<file path="config.mk">
export PLATFORM = sky130hd
export DESIGN_NAME = fpu_mult_arb
export DESIGN_NICKNAME = d
export VERILOG_FILES = /design/src/rtl/fpu_mult_arb.sv
export SDC_FILE = /design/constraint.sdc
export NUM_CORES = 1
export LEC_CHECK = 0
export BUFFER_PORTS_ARGS = -buffer_cell sky130_fd_sc_hd__buf_2
export CAP_MARGIN = 20
export CORE_MARGIN = 8
export CORE_UTILIZATION = 40
export CTS_BUF_LIST = sky130_fd_sc_hd__clkbuf_16
export DETAILED_ROUTE_END_ITERATION = 12
export PLACE_DENSITY_LB_ADDON = 0.25
export SLEW_MARGIN = 20
export SYNTH_ARGS = -nofsm -noshare
export SYNTH_HDL_FRONTEND = slang
export SYNTH_SLANG_ARGS = --single-unit
</file>
<file path="constraint.sdc">
create_clock -name clk -period 1.6 [get_ports clk]
set_input_delay 0.16 -clock clk [delete_from_list [all_inputs] [get_ports clk]]
set_output_delay 0.16 -clock clk [all_outputs]
set_load 0.05 [all_outputs]
</file>
<file path="src/rtl/fpu_mult_arb.sv">
// Round-robin arbiter sharing one fpu_mult between the issue path (port 0)
// and the divide/sqrt sequencer (port 1); one operation in flight at a time.
module fpu_mult_arb #(
   parameter int TAG_W      = 5,
   parameter int MAX_CYCLES = 52
) (
   input  logic             clk,
   input  logic             rst,
   input  logic             flush,
   input  logic [1:0]       req_valid,
   output logic [1:0]       req_ready,
   input  logic [31:0]      req0_opa,
   input  logic [31:0]      req0_opb,
   input  logic [31:0]      req1_opa,
   input  logic [31:0]      req1_opb,
   input  logic [TAG_W-1:0] req0_tag,
   input  logic [TAG_W-1:0] req1_tag,
   output logic [31:0]      mul_opa,
   output logic [31:0]      mul_opb,
   output logic             mul_start,
   input  logic             mul_busy,
   input  logic [34:0]      mul_out,
   output logic             resp_valid,
   input  logic             resp_ready,
   output logic             resp_id,
   output logic [TAG_W-1:0] resp_tag,
   output logic [34:0]      resp_data,
   output logic             resp_err
);

   typedef enum logic [1:0] {IDLE, START, WAIT, RESP} state_t;

   localparam logic [5:0] CNT_LAST = 6'(MAX_CYCLES - 1);
   localparam logic [5:0] CNT_SAT  = 6'h3F;

   state_t     state, state_nxt;
   logic       rr_last;
   logic [5:0] wait_cnt;
   logic [1:0] grant;
   logic       wait_done;

   // Leave WAIT on normalisation done or on watchdog expiry.
   assign wait_done = !mul_busy || (wait_cnt == CNT_LAST);

   always_comb begin
      grant     = 2'b00;
      state_nxt = state;
      case (state)
         IDLE: begin
            if (!flush) begin
               unique case (req_valid)
                  2'b01:   grant = 2'b01;
                  2'b10:   grant = 2'b10;
                  2'b11:   grant = rr_last ? 2'b01 : 2'b10;
                  default: grant = 2'b00;
               endcase
               if (grant != 2'b00) state_nxt = START;
            end
         end
         START: state_nxt = WAIT;
         WAIT:  if (wait_done) state_nxt = RESP;
         RESP:  if (resp_ready) state_nxt = IDLE;
         default: state_nxt = IDLE;
      endcase
      if (flush && state != IDLE) state_nxt = IDLE;
   end

   assign req_ready  = rst ? 2'b00 : grant;
   assign mul_start  = (state == START);
   // A flushed response must never be seen, even in the cycle flush arrives.
   assign resp_valid = (state == RESP) && !flush;

   always_ff @(posedge clk) begin
      if (rst) begin
         state     <= IDLE;
         rr_last   <= 1'b1;
         wait_cnt  <= 6'd0;
         mul_opa   <= 32'd0;
         mul_opb   <= 32'd0;
         resp_id   <= 1'b0;
         resp_tag  <= '0;
         resp_data <= 35'd0;
         resp_err  <= 1'b0;
      end else begin
         state <= state_nxt;
         case (state)
            IDLE: begin
               if (grant != 2'b00) begin
                  mul_opa  <= grant[1] ? req1_opa : req0_opa;
                  mul_opb  <= grant[1] ? req1_opb : req0_opb;
                  resp_tag <= grant[1] ? req1_tag : req0_tag;
                  resp_id  <= grant[1];
               end
            end
            START: wait_cnt <= 6'd0;
            WAIT: begin
               if (wait_cnt != CNT_SAT) wait_cnt <= wait_cnt + 6'd1;
               if (!flush && wait_done) begin
                  resp_data <= mul_out;
                  resp_err  <= mul_busy;
               end
            end
            RESP: if (resp_ready && !flush) rr_last <= resp_id;
            default: ;
         endcase
      end
   end

endmodule

</file>
==> results.py, run 1 <==
metrics = {
    "worst_hold_path": {
        "hold_path_depth": 3,
        "hold_end": "resp_data[34]$_SDFFE_PP0P_",
        "hold_path.startpoint": "mul_out[34]",
        "hold_path_class": "input port to flop",
    },
    "clock_tree": {
        "clock-sinks": 115,
        "cts_max_path_buffers": 2,
        "h-tree-depth": 4,
        "cts_buffers": 17,
        "clk-insertion-delay-late_ps": 400,
        "clkSlewWorstSetupHoldPaths_ps": 50,
        "cts_tree": "built",
        "root_buffer": "clkbuf_16",
    },
    "drt": {
        "post_drt_via_cell_ratio": 4.922,
        "ant_nets": 0,
        "vias": 5143,
        "drt-total-wl_um": 18300,
        "wl_per_cell_um": 17.51,
        "detail_route.drc_violations": 0,
        "drt_first_pass_iters": 5,
        "drtIter0Drc": 276,
    },
    "timing": {
        "finalCritPeriodShare": 1.080,
        "worst_pin_slew_ps": 322.6,
        "setup_ws_ps": -127.5,
        "finalHoldViolations": 0,
        "fmax_ghz": 0.5789,
        "drv_slew": 0,
        "rsz0062_at_grt": "yes",
        "hold_slack_ps": 14.45,
        "finalSetupViolations": 37,
        "fin_crit_ps": 1727,
        "clock_skew_ps": 11.90,
        "slew_headroom": 0.7841,
    },
    "finish": {
        "num-fill-cells": 1003,
        "layout.nets": 1047,
        "utilization": 0.6328,
        "drive_gt1_frac": 0.4433,
        "diodes": 0,
        "synthToLayoutAreaGrowth_pct": 56.49,
    },
    "yosys": {
        "synth_top_area_frac": 0.4567,
        "synth_flop_cell": "dfxtp_1",
        "async_reset_ff_frac": 0,
        "yosys.area.top_type": "dfxtp_1",
        "ys_ff_latch": 115,
        "synth_area_leaders": "dfxtp_1 46%, mux2i_1 21%, a211oi_1 10%",
        "yosys_warnings": 0,
        "syn_nets": 724,
        "avgSynthCellArea_sq_um": 9.353,
        "synth_cell_types": 33,
        "synth_cells": 539,
        "synth-edff-count": 0,
        "ys_seq_area_frac": 0.4567,
        "netlist_area_sq_um": 5041,
    },
    "floorplanning": {
        "ios": 290,
        "chipWidth_um": 128.3,
        "placementRows": 41,
        "dieHeight_um": 128.3,
        "die-area_sq_um": 16450,
        "core_sq_um": 12470,
        "start_util": 0.4044,
    },
    "run_status": {
        "status": "finished with violations",
        "violations": "setup timing",
    },
    "pwr": {
        "ir_drop_uv": 768.5,
        "power_frac_comb": 0.409,
        "p_per_area_nw_per_um2": 1510,
        "swShare": 0.4069,
        "p_switching_uw": 4847,
        "p_int_uw": 7064,
        "seqPwrFrac": 0.308,
        "p_total_uw": 11910,
        "clockPowerShare": 0.283,
        "p_leak_uw": 0.003775,
    },
    "placement": {
        "place_congestion": 0.8013,
        "hpwl_um": 12950,
        "port_buffers": 289,
    },
    "worst_setup_path": {
        "r2r_start": "wait_cnt[1]$_SDFFE_PP0P_",
        "reg2reg_slack_ps": -130,
        "critPathMaxFanout": 9,
        "cp.required_ps": 1920,
        "critPathKind": "flop to flop",
        "ff2ff_path_depth": 7,
        "critPathArrivalTime_ps": 2050,
        "setup.worst_path.end_class": "flop",
        "crit_path_start_kind": "flop",
        "reg2reg_to": "resp_data[1]$_SDFFE_PP0P_",
    },
    "global_routing": {
        "track_usage": 0.2040,
        "grt_pass1_wl_um": 26580,
        "grt_max_degree": 71,
        "antenna_found_initial": 1,
        "grt_pass1_vias": 5410,
        "grt_overflow": 0,
    },
    "flow_run": {
        "drv_cap": 0,
    },
}
-- flip-flops by register name (all words and copies together) (netlist names) --
register	cells
wait_cnt	6
mul_opa	32
state	2
resp_err	1
rr_last	1
resp_tag	5
resp_data	35
mul_opb	32
resp_id	1
-- stage by stage --
step / instances / setup WS [ps] / TNS, ps / cell area, sq um
after floorplan: 539 / -334.9 / -334.9 / 5070
after global placement: 984 / -4.171 / -4.171 / 6818
after detailed placement: 984 / -89.42 / -1836 / 6818
after CTS: 1035 / -80.42 / -1248 / 7622
after global routing: 1045 / -200.0 / -4968 / 7889
final: 1045 / -127.5 / -1823 / 7889
-- cells in the mapped netlist (all sizes together), types with 2 or more instances --
cell    instances
dfxtp         115
mux2i         106
nand2          77
nor2           77
a211oi         70
buf            23
clkbuf         22
inv             7
a21oi           5
ha              5
nand3           5
nor3            3
o211ai          3
o21ai           3
nand2b          2
nand4           2
nor2b           2
o21a            2
-- what timing repair did --
item,CTS,global route
hold buffers,17,0
pin swaps,2,4
buffers inserted,3,3
gates resized for setup,15,21
endpoints found under the setup margin,90,85
cloned,1,7
hold endpoints to repair,17,0
-- power groups by stage --
| stage | logic, uW | clock network, uW | registers (uW) |
|---|---|---|---|
| after floorplan | 1530 | 0 | 5350 |
| after global placement | 4310 | 0 | 3690 |
| after detailed placement | 4410 | 0 | 3710 |
| after CTS | 4570 | 3440 | 3660 |
| after global routing | 5170 | 3590 | 3730 |
| final | 4870 | 3370 | 3670 |
-- critical path: stages, from the launching register on --
cell       delay (ps)
dfxtp_2           350
ha_4              140
nand3_2            70
or3_4             360
a21oi_4           180
buf_12            160
clkbuf_16         170
mux2i_1           220
-- how the worst max path moves through the flow --
stage,startpoint,to,cells past startpoint
2_1_floorplan,state[0]$_SDFFE_PP0P_,req_ready[1],8
6_report,wait_cnt[1]$_SDFFE_PP0P_,resp_data[1]$_SDFFE_PP0P_,7
5_1_grt,wait_cnt[1]$_SDFFE_PP0P_,resp_data[1]$_SDFFE_PP0P_,7
4_1_cts,wait_cnt[1]$_SDFFE_PP0P_,resp_data[5]$_SDFFE_PP0P_,6
3_3_place_gp,wait_cnt[1]$_SDFFE_PP0P_,wait_cnt[5]$_SDFFE_PP0P_,6
3_5_place_dp,state[0]$_SDFFE_PP0P_,mul_opb[9]$_SDFFE_PP0P_,7
-- cells by family (layout without fill, tap and decap cells) --
group           Yosys count  after routing  synth area share
simple gates            172            172            0.1378
mux                     106            106            0.2105
compound gates           89             89            0.1320
buf+inv                  52            386           0.05063
flops                   115            115            0.4567
fa+ha+maj                 5              5           0.01241
-- per-layer routing --
metal	global-route usage	share of wire
met4	0.06643	0.016
met2	0.3606	0.51
met5	0	0.00044
met3	0.09692	0.092
met1	0.2067	0.38
-- layout make-up --
type	count	area, sq um	share of cell area
Tap cell	172	215.2	0.02728
Sequential cell	115	2307	0.2925
Multi-Input combinational cell	372	2601	0.3297
Timing Repair Buffer	349	2216	0.2809
Clock buffer	17	425.4	0.05393
Clock inverter	13	97.59	0.01237
Inverter	7	26.28	0.003331
-- cell usage in the layout (no fill, tap or decap), drive strengths merged, types with 6 or more instances in the layout --
cell and n:
a211oi 70, buf 326, clkbuf 22, clkinv 6, dfxtp 115, dlygate4sd3 17, inv 8, mux2i 106
nand2 77, nor2 77
Note: power is estimated with default switching activity, not from simulation.
==> run 2: changes to the inputs <==
--- a/config.mk
+++ b/config.mk
@@ -5,11 +5,13 @@
 export SDC_FILE = /design/constraint.sdc
 export NUM_CORES = 1
 export LEC_CHECK = 0
+export ABC_AREA = 0
 export BUFFER_PORTS_ARGS = -buffer_cell sky130_fd_sc_hd__buf_2
 export CAP_MARGIN = 20
 export CORE_MARGIN = 8
-export CORE_UTILIZATION = 40
+export CORE_UTILIZATION = 48
 export CTS_BUF_LIST = sky130_fd_sc_hd__clkbuf_16
+export CTS_CLUSTER_SIZE = 30
 export DETAILED_ROUTE_END_ITERATION = 12
 export PLACE_DENSITY_LB_ADDON = 0.25
 export SLEW_MARGIN = 20
==> constraint.sdc (replaced) <==
create_clock -name clk -period 2.2 [get_ports clk]
set_input_delay 0.22 -clock clk [delete_from_list [all_inputs] [get_ports clk]]
set_output_delay 0.22 -clock clk [all_outputs]
set_load 0.05 [all_outputs]
==> results.py, run 2 (synthesis results as in run 1) <==
metrics = {
    "run_status": {
        "status": "finished clean",
    },
    "placement": {
        "pre_cts_slack_ps": 290.1,
        "port_buffers": 289,
        "hpwl_um": 12070,
        "place_congestion": 0.8266,
    },
    "finish": {
        "num-fill-cells": 821,
        "largest_reg_flops": 35,
        "largest_register": "resp_data",
        "layout.nets": 994,
        "largestRegisters": "resp_data (35), mul_opa (32), mul_opb (32)",
        "final_common_cell": "buf_2",
        "layout_common_cells": "288 x buf_2, 115 x dfxtp_1, 106 x mux2i_1",
        "synthToLayoutAreaGrowth_pct": 43.34,
        "utilization": 0.7031,
        "drive_gt1_frac": 0.4068,
    },
    "worst_setup_path": {
        "crit_path_start": "state[0]$_SDFFE_PP0P_",
        "crit_path_start_kind": "flop",
        "cp_top_family": "simple AND/OR/NAND/NOR gates",
        "setup.worst_path.end_class": "primary output",
        "worstSetupEndpoint": "req_ready[1]",
        "critPathMaxFanout": 5,
        "reg2reg_slack_ps": 240,
        "ff2ff_path_depth": 7,
        "slowest_delay_ps": 330,
        "critPathKind": "flop to primary output",
        "reg2reg_to": "mul_opa[14]$_SDFFE_PP0P_",
        "cp.required_ps": 1980,
        "r2r_start": "state[0]$_SDFFE_PP0P_",
        "cp_cell_sequence": "inv_1 -> ha_2 -> nand2b_1 -> nor2_4 -> nand2_1 -> nor2_2 -> clkbuf_4",
        "path_buf_inv": 2,
        "critPathArrivalTime_ps": 1860,
        "critical_path_cell_count": 7,
        "slowest_stage": "dfxtp_1",
    },
    "pwr": {
        "seqPwrFrac": 0.305,
        "swShare": 0.3814,
        "p_leak_uw": 0.003508,
        "p_switching_uw": 3326,
        "ir_drop_uv": 576.1,
        "power_frac_comb": 0.352,
        "p_int_uw": 5395,
        "p_per_area_nw_per_um2": 1207,
        "clockPowerShare": 0.343,
    },
    "timing": {
        "finalCritPeriodShare": 0.9437,
        "fmax_ghz": 0.4817,
        "rsz0062_at_grt": "no",
        "setup_ws_ps": 123.9,
        "fin_tns_setup_ps": 0,
        "drv_slew": 0,
        "slew_headroom": 0.6288,
        "worst_pin_slew_ps": 554.8,
        "fin_crit_ps": 2076,
        "finalSetupViolations": 0,
        "clock_skew_ps": 5.498,
        "finalHoldViolations": 0,
    },
    "flow_run": {
        "drv_cap": 0,
    },
    "clock_tree": {
        "clk-insertion-delay-late_ps": 400,
        "cts_max_path_buffers": 2,
        "cts_tree": "built",
        "h-tree-depth": 4,
        "cts_buffers": 17,
        "clkSlewWorstSetupHoldPaths_ps": 50,
        "root_buffer": "clkbuf_16",
        "clock-sinks": 115,
    },
    "drt": {
        "detail_route.drc_violations": 0,
        "drt-total-wl_um": 15540,
        "wl_per_cell_um": 16.20,
        "ant_nets": 0,
        "drtIter0Drc": 220,
        "vias": 4829,
        "post_drt_via_cell_ratio": 5.035,
        "drt_first_pass_iters": 4,
    },
    "floorplanning": {
        "placementRows": 37,
        "die-area_sq_um": 14040,
        "chipWidth_um": 118.5,
        "ios": 290,
        "start_util": 0.4905,
        "dieHeight_um": 118.5,
        "core_sq_um": 10280,
    },
    "global_routing": {
        "grt_overflow": 0,
        "grt_max_degree": 139,
        "antenna_found_initial": 4,
        "track_usage": 0.2193,
        "grt_pass1_wl_um": 25110,
        "grt_pass1_vias": 5126,
    },
    "worst_hold_path": {
        "hold_path_class": "input port to flop",
        "hold_path.startpoint": "mul_out[7]",
        "hold_path_depth": 3,
    },
}
-- run 2: changes by cell type in the layout (fill, tap and decap cells not counted), moves of 5 or more --
cell	delta
buf_4	-23
buf_6	-5
bufinv_16	+5
clkbuf_16	-5
clkinvlp_4	-5
dlygate4sd3_1	-17
-- run 2: worst min-delay path, delay by kind of cell --
family                 cells  cell delay, ps
buffers and inverters      1             100
muxes                      1              50
and+or+nand+nor            1              40
-- run 2: power by group through the flow --
stage | registers [uW] | logic, uW | clock network, uW
global placement | 2680 | 3020 | 0
CTS | 2660 | 3090 | 3050
detailed placement | 2690 | 3080 | 0
floorplan | 3890 | 1100 | 0
finish | 2660 | 3070 | 2990
global route | 2700 | 3290 | 3150
-- run 2: worst min path at each step --
stage                     slack (ps)                        end
after detailed placement         440  resp_data[3]$_SDFFE_PP0P_
after CTS                         50  resp_data[7]$_SDFFE_PP0P_
after global placement           440  resp_data[6]$_SDFFE_PP0P_
after floorplan                  360  resp_data[0]$_SDFFE_PP0P_
final                             60  resp_data[7]$_SDFFE_PP0P_
after global routing              60  resp_data[7]$_SDFFE_PP0P_
-- run 2: cell type report --
cell class                 instances  area (sq um)  area share
clock buffer                      17         425.4     0.05887
inverter                           7         26.28    0.003636
clock inverter                    14         217.7     0.03013
timing repair buffer             296          1564      0.2165
tap                              136         170.2     0.02355
antenna                            2         5.005   0.0006926
sequential                       115          2302      0.3186
multi-input combinational        372          2515      0.3481
-- run 2: timing repair --
action | CTS | global route
endpoints found under the setup margin | 0 | 1
buffers inserted | 0 | 0
gates resized for setup | 0 | 2
hold buffers | 0 | 0
-- run 2: through the flow --
| step | instance area [sq um] | power (uW) | instances | hold WS [ps] |
|---|---|---|---|---|
| after floorplan | 5044 | 4990 | 539 | 362.2 |
| after global placement | 6573 | 5695 | 926 | 438.2 |
| after detailed placement | 6573 | 5767 | 926 | 443.9 |
| after CTS | 7216 | 8797 | 957 | 46.02 |
| after global routing | 7226 | 9148 | 959 | 55.55 |
| final | 7226 | 8721 | 959 | 64.52 |
-- run 2: routing by layer --
metal  vias to the layer above  global-route usage  share of wire
met5                         -                   0         0.0014
met3                        32             0.09662          0.093
met2                       196              0.3840           0.50
li1                       2443                   -              -
met1                      2154              0.2207           0.38
met4                         4              0.1028          0.024
==> run 3: changes to the inputs <==
==> constraint.sdc (replaced) <==
create_clock -name clk -period 2.44 [get_ports clk]
set_input_delay 0.244 -clock clk [delete_from_list [all_inputs] [get_ports clk]]
set_output_delay 0.244 -clock clk [all_outputs]
set_load 0.05 [all_outputs]
==> results.py, run 3 (synthesis results as in run 1) <==
metrics = {
    "pwr": {
        "p_per_area_nw_per_um2": 1052,
        "p_total_uw": 7477,
        "p_int_uw": 4444,
        "ir_drop_uv": 560.1,
        "clockPowerShare": 0.308,
        "power_frac_comb": 0.370,
        "p_switching_uw": 3032,
        "seqPwrFrac": 0.321,
        "swShare": 0.4056,
        "p_leak_uw": 0.003465,
    },
    "clock_tree": {
        "root_buffer": "clkbuf_16",
        "clkSlewWorstSetupHoldPaths_ps": 50,
        "clock-sinks": 115,
        "clk-insertion-delay-late_ps": 400,
        "holdBufCountCts": 0,
        "cts_resized": 0,
        "h-tree-depth": 4,
        "cts_buffers": 17,
        "cts_max_path_buffers": 2,
        "cts_tree": "built",
        "postCtsSetupBuffers": 0,
    },
    "worst_setup_path": {
        "cp.required_ps": 2200,
        "setup.worst_path.end_class": "primary output",
        "crit_path_start_kind": "flop",
        "critPathMaxFanout": 5,
        "critPathKind": "flop to primary output",
        "reg2reg_slack_ps": 440,
        "critPathArrivalTime_ps": 1930,
    },
    "timing": {
        "finalSetupViolations": 0,
        "clock_skew_ps": 8.154,
        "setup_ws_ps": 266.8,
        "drv_slew": 0,
        "slew_headroom": 0.5709,
        "fin_tns_setup_ps": 0,
        "hold_slack_ps": 87.97,
        "fin_crit_ps": 2173,
        "fmax_ghz": 0.4601,
        "finalHoldViolations": 0,
        "finalCritPeriodShare": 0.8907,
        "worst_pin_slew_ps": 643.7,
        "rsz0062_at_grt": "no",
    },
    "drt": {
        "drt_first_pass_iters": 4,
        "routed-wl-met2_um": 8218,
        "wl_per_cell_um": 16.86,
        "detail_route.drc_violations": 0,
        "top_layer_used": "met5",
        "drt-total-wl_um": 16200,
        "post_drt_via_cell_ratio": 5.096,
        "met1_length_um": 6081,
        "drtIter0Drc": 239,
        "met3WireLength_um": 1446,
        "ant_nets": 0,
        "vias": 4897,
    },
    "global_routing": {
        "track_usage": 0.2235,
        "grt_max_degree": 79,
        "antenna_found_initial": 3,
        "grt_overflow": 0,
        "grt_pass1_wl_um": 25460,
        "grt_pass1_vias": 5133,
    },
    "floorplanning": {
        "core_sq_um": 10280,
        "start_util": 0.4905,
        "dieHeight_um": 118.5,
        "die-area_sq_um": 14040,
        "placementRows": 37,
        "ios": 290,
        "chipWidth_um": 118.5,
    },
    "finish": {
        "synthToLayoutAreaGrowth_pct": 41.03,
        "final_common_cell": "buf_2",
        "largest_reg_flops": 35,
        "largest_register": "resp_data",
        "drive_gt1_frac": 0.4058,
        "layout.nets": 995,
        "layout_common_cells": "289 x buf_2, 115 x dfxtp_1, 106 x mux2i_1",
        "largestRegisters": "resp_data (35), mul_opa (32), mul_opb (32)",
    },
    "run_status": {
        "status": "finished clean",
    },
    "placement": {
        "port_buffers": 289,
        "pre_cts_slack_ps": 487.6,
        "place_congestion": 0.7978,
        "hpwl_um": 12770,
    },
    "worst_hold_path": {
        "hold_path_class": "input port to flop",
    },
    "flow_run": {
        "drv_cap": 0,
    },
}
-- run 3: cell types whose count changed in the layout (fill, tap and decap cells not counted), sizes merged --
cell / change
bufinv: -4
clkbuf: -1
inv: +2
clkinvlp: +3
buf: +2
-- run 3: through the flow --
step / utilization / instances / instance area (sq um)
after floorplan: - / 539 / 5041
after global placement: 0.6376 / 927 / 6553
after detailed placement: 0.6376 / 927 / 6553
after CTS: 0.6913 / 959 / 7104
after global routing: 0.6917 / 961 / 7109
final: 0.6917 / 961 / 7109
-- run 3: area by class of cell --
cell class	count	area, sq um
inverter	7	26.28
clock buffer	17	425.4
timing repair buffer	297	1544
fill	869	3168
clock inverter	15	126.4
antenna	2	5.005
multi-input combinational	372	2510
tap	136	170.2
sequential	115	2302
-- run 3: per-layer routing --
metal	GRT usage	vias up
li1	-	2452
met1	0.2204	2215
met2	0.3890	194
met3	0.1128	34
met4	0.09881	2
met5	0	-
-- run 3: path summary, 6_finish.rpt --
kind	endpoint	start	cells after the start
max	req_ready[1]	state[0]$_SDFFE_PP0P_	7
min	resp_data[12]$_SDFFE_PP0P_	mul_out[12]	3
max reg2reg	mul_opa[1]$_SDFFE_PP0P_	state[0]$_SDFFE_PP0P_	7
min reg2reg	resp_data[22]$_SDFFE_PP0P_	resp_data[22]$_SDFFE_PP0P_	2
-- run 3: worst max-delay path, cell delays in order (launching register included) --
cell,delay (ps)
dfxtp_1,330
inv_1,120
ha_1,250
nand2b_1,160
nor2_4,200
nand2_1,90
nor2_1,100
buf_2,280
-- run 3: power groups by stage --
stage,sequential [uW],clock (uW),combinational [uW]
final,2400,2310,2770
after global routing,2440,2460,2960
after CTS,2400,2340,2790
after detailed placement,2430,0,2790
after global placement,2410,0,2730
after floorplan,3500,0,995
